$ cat src/rtl/fetch_pkg.sv
// fetch_pkg: shared types and constants for the instruction-fetch stage
package fetch_pkg;
  typedef enum logic [1:0] {IDLE, FETCH, BUF, DRAIN} state_t;
  localparam logic [31:0] NOP_INSTR = '0;
  localparam int PC_INC = 4;
endpackage

$ cat src/rtl/fetch_unit_if.sv
// fetch_unit_if: instruction-memory req/ack bus between fetch stage and imem
interface fetch_unit_if #(parameter int ADDR_W = 32, parameter int INSTR_W = 32);
  logic               imem_req;
  logic [ADDR_W-1:0]  imem_addr;
  logic               imem_ack;
  logic [INSTR_W-1:0] imem_rdata;
  modport master (output imem_req, imem_addr, input imem_ack, imem_rdata);
  modport slave (input imem_req, imem_addr, output imem_ack, imem_rdata);
endinterface

$ cat src/rtl/if_id_reg.sv
// if_id_reg: IF/ID pipeline register with load, hold and flush
module if_id_reg import fetch_pkg::*; #(
  parameter int ADDR_W = 32,
  parameter int INSTR_W = 32
) (
  input  logic               clk,
  input  logic               rst,
  input  logic               load,
  input  logic               flush,
  input  logic [ADDR_W-1:0]  pc_in,
  input  logic [INSTR_W-1:0] instr_in,
  output logic [ADDR_W-1:0]  pc_out,
  output logic [INSTR_W-1:0] instr_out,
  output logic               valid_out
);
  always_ff @(posedge clk or negedge rst) begin
    if (!rst) begin
      pc_out <= '0;
      instr_out <= '0;
      valid_out <= 1'b0;
    end else if (flush) begin
      instr_out <= INSTR_W'(NOP_INSTR);
      valid_out <= 1'b0;
    end else if (load) begin
      pc_out <= pc_in;
      instr_out <= instr_in;
      valid_out <= 1'b1;
    end
  end
endmodule

$ cat src/rtl/fetch_unit.sv
// fetch_unit: PC, imem fetch FSM and one-entry skid buffer feeding the IF/ID register
module fetch_unit import fetch_pkg::*; #(
  parameter int ADDR_W = 32,
  parameter int INSTR_W = 32,
  parameter logic [ADDR_W-1:0] RESET_PC = '0
) (
  input  logic               clk,
  input  logic               rst,
  input  logic               freeze,
  input  logic               branch_taken,
  input  logic [ADDR_W-1:0]  branch_addr,
  fetch_unit_if.master       imem,
  output logic [ADDR_W-1:0]  pc_out,
  output logic [INSTR_W-1:0] instr_out,
  output logic               valid_out
);
  state_t state, state_nx;
  logic [ADDR_W-1:0] pc, pc_inc, drain_addr, skid_pc;
  logic [INSTR_W-1:0] skid_instr;
  logic fetch_ack, load;
  assign pc_inc = pc + ADDR_W'(PC_INC);
  assign fetch_ack = state == FETCH && imem.imem_ack;
  always_ff @(posedge clk or negedge rst) begin
    if (!rst) state <= IDLE;
    else state <= state_nx;
  end
  always_comb begin
    state_nx = state;
    if (branch_taken) state_nx = (imem.imem_req && !imem.imem_ack) ? DRAIN : FETCH;
    else
      unique case (state)
        IDLE:  state_nx = FETCH;
        FETCH: state_nx = (imem.imem_ack && freeze) ? BUF : FETCH;
        BUF:   state_nx = freeze ? BUF : FETCH;
        DRAIN: state_nx = imem.imem_ack ? FETCH : DRAIN;
      endcase
  end
  always_comb begin
    imem.imem_req = state == FETCH || state == DRAIN;
    imem.imem_addr = state == DRAIN ? drain_addr : pc;
    load = !branch_taken && !freeze && (fetch_ack || state == BUF);
  end
  // DRAIN keeps presenting the abandoned address until memory completes it
  always_ff @(posedge clk or negedge rst) begin
    if (!rst) begin
      pc <= RESET_PC;
      drain_addr <= '0;
      skid_pc <= '0;
      skid_instr <= '0;
    end else begin
      pc <= branch_taken ? branch_addr : fetch_ack ? pc_inc : pc;
      if (branch_taken && state == FETCH) drain_addr <= pc;
      if (branch_taken) begin
        skid_pc <= '0;
        skid_instr <= '0;
      end else if (fetch_ack && freeze) begin
        skid_pc <= pc_inc;
        skid_instr <= imem.imem_rdata;
      end
    end
  end
  if_id_reg #(.ADDR_W(ADDR_W), .INSTR_W(INSTR_W)) u_if_id (
    .clk(clk),
    .rst(rst),
    .load(load),
    .flush(branch_taken),
    .pc_in(state == BUF ? skid_pc : pc_inc),
    .instr_in(state == BUF ? skid_instr : imem.imem_rdata),
    .pc_out(pc_out),
    .instr_out(instr_out),
    .valid_out(valid_out)
  );
endmodule

$ cat src/flat_wrapper.sv
// flat-port wrapper written by rule: the top's interface ports become plain ports
module fetch_unit_flat import fetch_pkg::*;
#(
  parameter int ADDR_W = 32,
  parameter int INSTR_W = 32,
  parameter logic [ADDR_W-1:0] RESET_PC = '0
)
  (clk, rst, freeze, branch_taken, branch_addr, pc_out, instr_out, valid_out, imem_imem_req, imem_imem_addr, imem_imem_ack, imem_imem_rdata);
  fetch_unit_if #(.ADDR_W(ADDR_W), .INSTR_W(INSTR_W)) imem_i ();
  input  logic clk;
  input  logic rst;
  input  logic freeze;
  input  logic branch_taken;
  input  logic [ADDR_W-1:0] branch_addr;
  output logic [ADDR_W-1:0] pc_out;
  output logic [INSTR_W-1:0] instr_out;
  output logic valid_out;
  output wire logic [$bits(imem_i.imem_req)-1:0] imem_imem_req;
  output wire logic [$bits(imem_i.imem_addr)-1:0] imem_imem_addr;
  input wire logic [$bits(imem_i.imem_ack)-1:0] imem_imem_ack;
  input wire logic [$bits(imem_i.imem_rdata)-1:0] imem_imem_rdata;
  assign imem_imem_req = imem_i.imem_req;
  assign imem_imem_addr = imem_i.imem_addr;
  assign imem_i.imem_ack = imem_imem_ack;
  assign imem_i.imem_rdata = imem_imem_rdata;
  fetch_unit #(.ADDR_W(ADDR_W), .INSTR_W(INSTR_W), .RESET_PC(RESET_PC)) u_core (.clk(clk), .rst(rst), .freeze(freeze), .branch_taken(branch_taken), .branch_addr(branch_addr), .imem(imem_i), .pc_out(pc_out), .instr_out(instr_out), .valid_out(valid_out));
endmodule
$ cat config.mk
export PLATFORM = sky130hd
export DESIGN_NAME = fetch_unit_flat
export DESIGN_NICKNAME = d
export VERILOG_FILES = /design/src/rtl/fetch_pkg.sv /design/src/rtl/fetch_unit_if.sv /design/src/rtl/if_id_reg.sv /design/src/rtl/fetch_unit.sv /design/src/flat_wrapper.sv
export SDC_FILE = /design/constraint.sdc
export NUM_CORES = 1
export LEC_CHECK = 0
export CORE_MARGIN = 2
export CORE_UTILIZATION = 30
export DETAILED_ROUTE_END_ITERATION = 8
export MAX_ROUTING_LAYER = met4
export PLACE_DENSITY = 0.48
export SETUP_SLACK_MARGIN = 0.05
export SYNTH_ARGS = -nofsm -noshare
export SYNTH_HDL_FRONTEND = slang
export SYNTH_SLANG_ARGS = --single-unit
$ cat constraint.sdc
create_clock -name clk -period 3.29 [get_ports clk]
set_input_delay 0.658 -clock clk [delete_from_list [all_inputs] [get_ports clk]]
set_output_delay 0.658 -clock clk [all_outputs]
set_load 0.005 [all_outputs]
=== Word-level counts from Yosys, hierarchy flattened ===
Cells that the tools add are included.
W data, S select, Z words.

* Flip-flop bits (word level): 195
* Input bits: 69
* Logic and storage cells: 49

* Add/sub/neg operators: 1
* Equality and inequality tests: 3
* Mux-type cells: 19
* Bitwise operators: 1
* Reduce and logical (&&, ||, !) cells: 17

{| class="wikitable"
|+ Operators by type and width
! cell !! count
|-
| $mux W32 || 11
|-
| $add A32 B3 Y32 const B || 1
|-
| $mux W2 || 5
|-
| $pmux W2 S4 || 1
|-
| $logic_and A1 B1 Y1 || 7
|-
| $reduce_bool A2 Y1 || 3
|-
| $eq A2 B2 Y1 const B || 2
|-
| $logic_not A1 Y1 || 3
|-
| $eq A2 B1 Y1 const B || 1
|-
| $logic_not A2 Y1 || 1
|-
| $logic_or A1 B1 Y1 || 2
|-
| $mux W1 || 2
|-
| $reduce_and A2 Y1 || 1
|-
| $not A1 Y1 || 1
|}

=== Depth between registers and ports, before layout ===
* Depth after elaboration: 6
* Gate-level depth with buffers: 8
* Mapped depth without buffers: 6

=== Cells and area by module ===
Synthesis repeated with hierarchy kept, for this count alone.

* Cell total of the unflattened synthesis: 921
* Area, all modules: 9738.1 µm²

{| class="wikitable"
|+ Modules (own cells, without submodules)
! module !! times used !! cells an instance !! area an instance (µm²) !! seq. area each (µm²)
|-
| fetch_unit || 1 || 745 || 7089.3 || 3253.1
|-
| if_id_reg || 1 || 176 || 2648.8 || 1626.6
|}

=== Least setup slack after synthesis ===
Ideal clock, no wire load.

* Kind: register -> output
* From: register u_core.state[0]
* To: output port imem_imem_addr[10]
* Data arrival time: 1.338 ns
* Slack: 1.294 ns
* Cell stages (with the launch flop): 5
* Path buffers: 2
* Path through: dfrtp_1 buf_2 nand2_1 buf_1 mux2_2

* Cells in the longest elaborated chain, start to end: 2

{| class="wikitable"
|+ Ends and longest elaborated chain
! item !! RTL line !! text
|-
| start, declared || fetch_unit.sv:17 || <nowiki>state_t state, state_nx;</nowiki>
|-
| start signal, assigned || fetch_unit.sv:25 || <nowiki>else state <= state_nx;</nowiki>
|-
| $eq A2 B2 Y1 || fetch_unit.sv:40 || <nowiki>imem.imem_addr = state == DRAIN ? drain_addr : pc;</nowiki>
|-
| $mux W32 || fetch_unit.sv:40 ||
|-
| end, declared || flat_wrapper.sv:19 || <nowiki>output wire logic [$bits(imem_i.imem_addr)-1:0] imem_imem_addr;</nowiki>
|}

Every way passes these cells.

=== Worst setup path after layout ===
* From: register u_core.state[0]
* To: output port imem_imem_addr[2]

The elaborated chain is that of the path after synthesis.

==> impl_metrics.ini <==
[clock_tree]
ctsRootBufferMaster = clkbuf_16
cts_buffer_depth = 2
clkSinkCount = 195
hold_buffers = 0
htree_levels = 4
cts_resized = 0
tritoncts = yes
clk_pin_slew_ps = 80
post_cts_buffers = 0
cts_made_buffers = 17
clk_latency_ps = 440

[synth]
synth-edff-count = 0
netlist_area_mm2 = 0.00957
synth_ff_type = dfrtp_1
ys_seq_area_share_pct = 51.0
syn_inst = 962
synth_seq_cells = 195
synth_nets = 1032
ys_types = 49
syn_area_per_cell_um2 = 9.95
async_flop_share_pct = 100
synth_warnings = 0

[worst_setup_path]
r2r_cells = 6
crit_start = u_core.state[0]$_DFF_PN0_
cp.required_ps = 2630
crit_type = reg2out
crit_path_end_kind = output pin
cp-start-kind = flop
worstReg2RegEnd = u_core.u_if_id.pc_out[28]$_DFFE_PN0P_
r2r_start = u_core.pc[2]$_DFFE_PN0P_
regToRegSetupSlack_ps = 780
worstPathMaxFanout = 22
worstPathArrival_ps = 2210

[timing]
setup_viol = 0
setup_slack_ps = 418
hold-worst-slack_ps = 242
skew_ps = 23.1
fmax_mhz = 348
finalCritPeriodShare_pct = 87.3
setup_tns_ps = 0
rsz0062_at_grt = no
fin_crit_ps = 2870
slew_headroom_pct = 48.9
hold_viol_final = 0
slew_violations = 0
tightest_slew_ps = 763

[pwr]
switching_share_pct = 29.0
p_switching_w = 0.00188
power_frac_comb_pct = 20.7
p_int_w = 0.00461
power.share.clock_pct = 33.4
power.density_mw_per_mm2 = 531
irDropWorstVdd_mv = 0.337
power.leakage_nw = 4.95
seqPwrFrac_pct = 45.8

[layout]
finalCoreUtilization_pct = 38.8
nets = 1156
diodes = 0
instances_no_fill = 1501
area_growth_pct = 27.6
drive_gt1_share_pct = 12.0

[global_route]
grt-ovfl-total = 0
grt_busiest_layer = met1
grt_max_degree = 84
grt_util_met2_pct = 22.8
met3_usage_pct = 3.09
grt_pass1_vias = 7109
gr-usage-met1_pct = 25.2
grt_antenna_before_repair = 0
track_usage_pct = 16.6
grt_pass1_wl_um = 41900

[placed_design]
place.gp.congestion = 0.785
dpl.cell_count = 1469
post-place-ws_ps = 601
io_buffers = 166
dp_hpwl_um = 18000

[floorplan]
die_h_um = 183
die_x_um = 183
start_util_pct = 30.4
core_mm2 = 0.0315
rows = 65
pin_count = 167
fp.dieArea_mm2 = 0.0334

[status]
status = finished, final reports clean

[routing]
antenna_left = 0
route.detailed.drc = 0
drt_pre_antenna_iters = 4
drtIter0Drc = 512
dr_total_vias = 7151
drt_wl_total_um = 26400
drt-wirelength-per-cell_um = 17.6
vias_per_cell = 4.76

[run]
max_cap_viol_count = 0

[min_path]
hp-class = in2async
## power by group through the flow
stage | combinational (W) | sequential [W] | clock (W)
detailed placement | 0.00136 | 0.00303 | 0
global placement | 0.00136 | 0.00302 | 0
global route | 0.00148 | 0.00303 | 0.00236
floorplan | 0.000667 | 0.00292 | 0
finish | 0.00134 | 0.00298 | 0.00217
CTS | 0.00137 | 0.00298 | 0.00225
## cells in the mapped netlist, drive strengths merged (11+ instances only)
| library cell | count | area, um^2 |
|---|---|---|
| nor3 | 11 | 65.1 |
| nand2b | 38 | 238 |
| nand3b | 34 | 259 |
| a21oi | 21 | 109 |
| nand3 | 21 | 110 |
| xor2 | 30 | 263 |
| mux2i | 33 | 330 |
| dfrtp | 195 | 4880 |
| mux2 | 61 | 687 |
| xnor2 | 23 | 201 |
| nand2 | 134 | 503 |
| o21ai | 145 | 726 |
| nor2 | 39 | 146 |
| buf | 37 | 200 |
| clkbuf | 47 | 176 |
| nand4 | 22 | 159 |
## metal layers
layer,vias to the layer above,part of all wire [%]
li1,3578,-
met2,170,42
met1,3384,53
met4,0,0.76
met5,-,0
met3,19,4.2
## worst max-delay path, stage by stage, from the launching register on
cell,delay [ps]
dfrtp_1,490
nand2_1,130
buf_4,310
mux2_2,390
clkdlybuf4s50_1,460
## final cells by class
class,instances,area [um^2]
fill,3161,19300
inverter,5,18.8
clock buffer,18,439
multi-input combinational,678,4330
clock inverter,14,160
timing repair buffer,189,1890
sequential,195,4880
tap,402,503
## how the worst max path moves through the flow
stage / endpoint / slack, ps / cells past startpoint
2_1_floorplan: imem_imem_addr[10] / 1290 / 4
3_3_place_gp: u_core.u_if_id.pc_out[11]$_DFFE_PN0P_ / 610 / 7
3_5_place_dp: u_core.skid_pc[11]$_DFFE_PN0P_ / 600 / 4
4_1_cts: imem_imem_addr[2] / 380 / 4
5_1_grt: imem_imem_addr[2] / 320 / 4
6_report: imem_imem_addr[2] / 420 / 4
## cells by family (layout without fill, tap and decap cells)
logic type      Yosys count  after routing  synth area share [%]
xor+xnor                 53             53                  4.85
buf+inv                  89            226                  4.13
fa+ha+maj                 1              1                 0.131
simple gates            326            326                  17.7
compound gates          204            204                  11.6
mux                      94             94                  10.6
flops                   195            195                  51.0
## cells in the final DEF (no fill, tap or decap), types with 2 or more instances in the layout
cell type          n
a21boi_0           2
a21o_1             3
a21oi_1           20
a22o_1             4
a31oi_1            4
and2_1             2
and3_1             9
and4_1             4
buf_12             4
buf_4             20
clkbuf_16         17
clkbuf_8           2
clkdlybuf4s50_1  164
clkinv_4           2
dfrtp_1          195
inv_1              5
inv_6              4
inv_8              5
mux2_2            61
mux2i_1           33
nand2_1          134
nand2b_1          38
nand3_1           20
nand3b_1          33
nand4_1           20
nor2_1            39
nor2b_1            2
nor3_1             9
nor3_2             2
nor4_1             3
o211ai_1           2
o21ai_0          140
o21ai_1            4
o21bai_1           3
o22ai_1           10
o31ai_1            8
xnor2_1           23
xor2_1            30
## metrics by stage
step / power [W] / area, um^2
6_report: 0.00649 / 12200
4_1_cts: 0.00661 / 12200
2_1_floorplan: 0.00359 / 9570
5_1_grt: 0.00686 / 12200
3_3_place_gp: 0.00438 / 11600
3_5_place_dp: 0.00439 / 11600
## flip-flops by register name, indices dropped and copies added (netlist names)
name / flops
u_core.drain_addr: 32
u_core.u_if_id.pc_out: 32
u_core.state: 2
u_core.pc: 32
u_core.skid_pc: 32
u_core.u_if_id.valid_out: 1
u_core.skid_instr: 32
u_core.u_if_id.instr_out: 32
(Power assumes the default switching activity.)
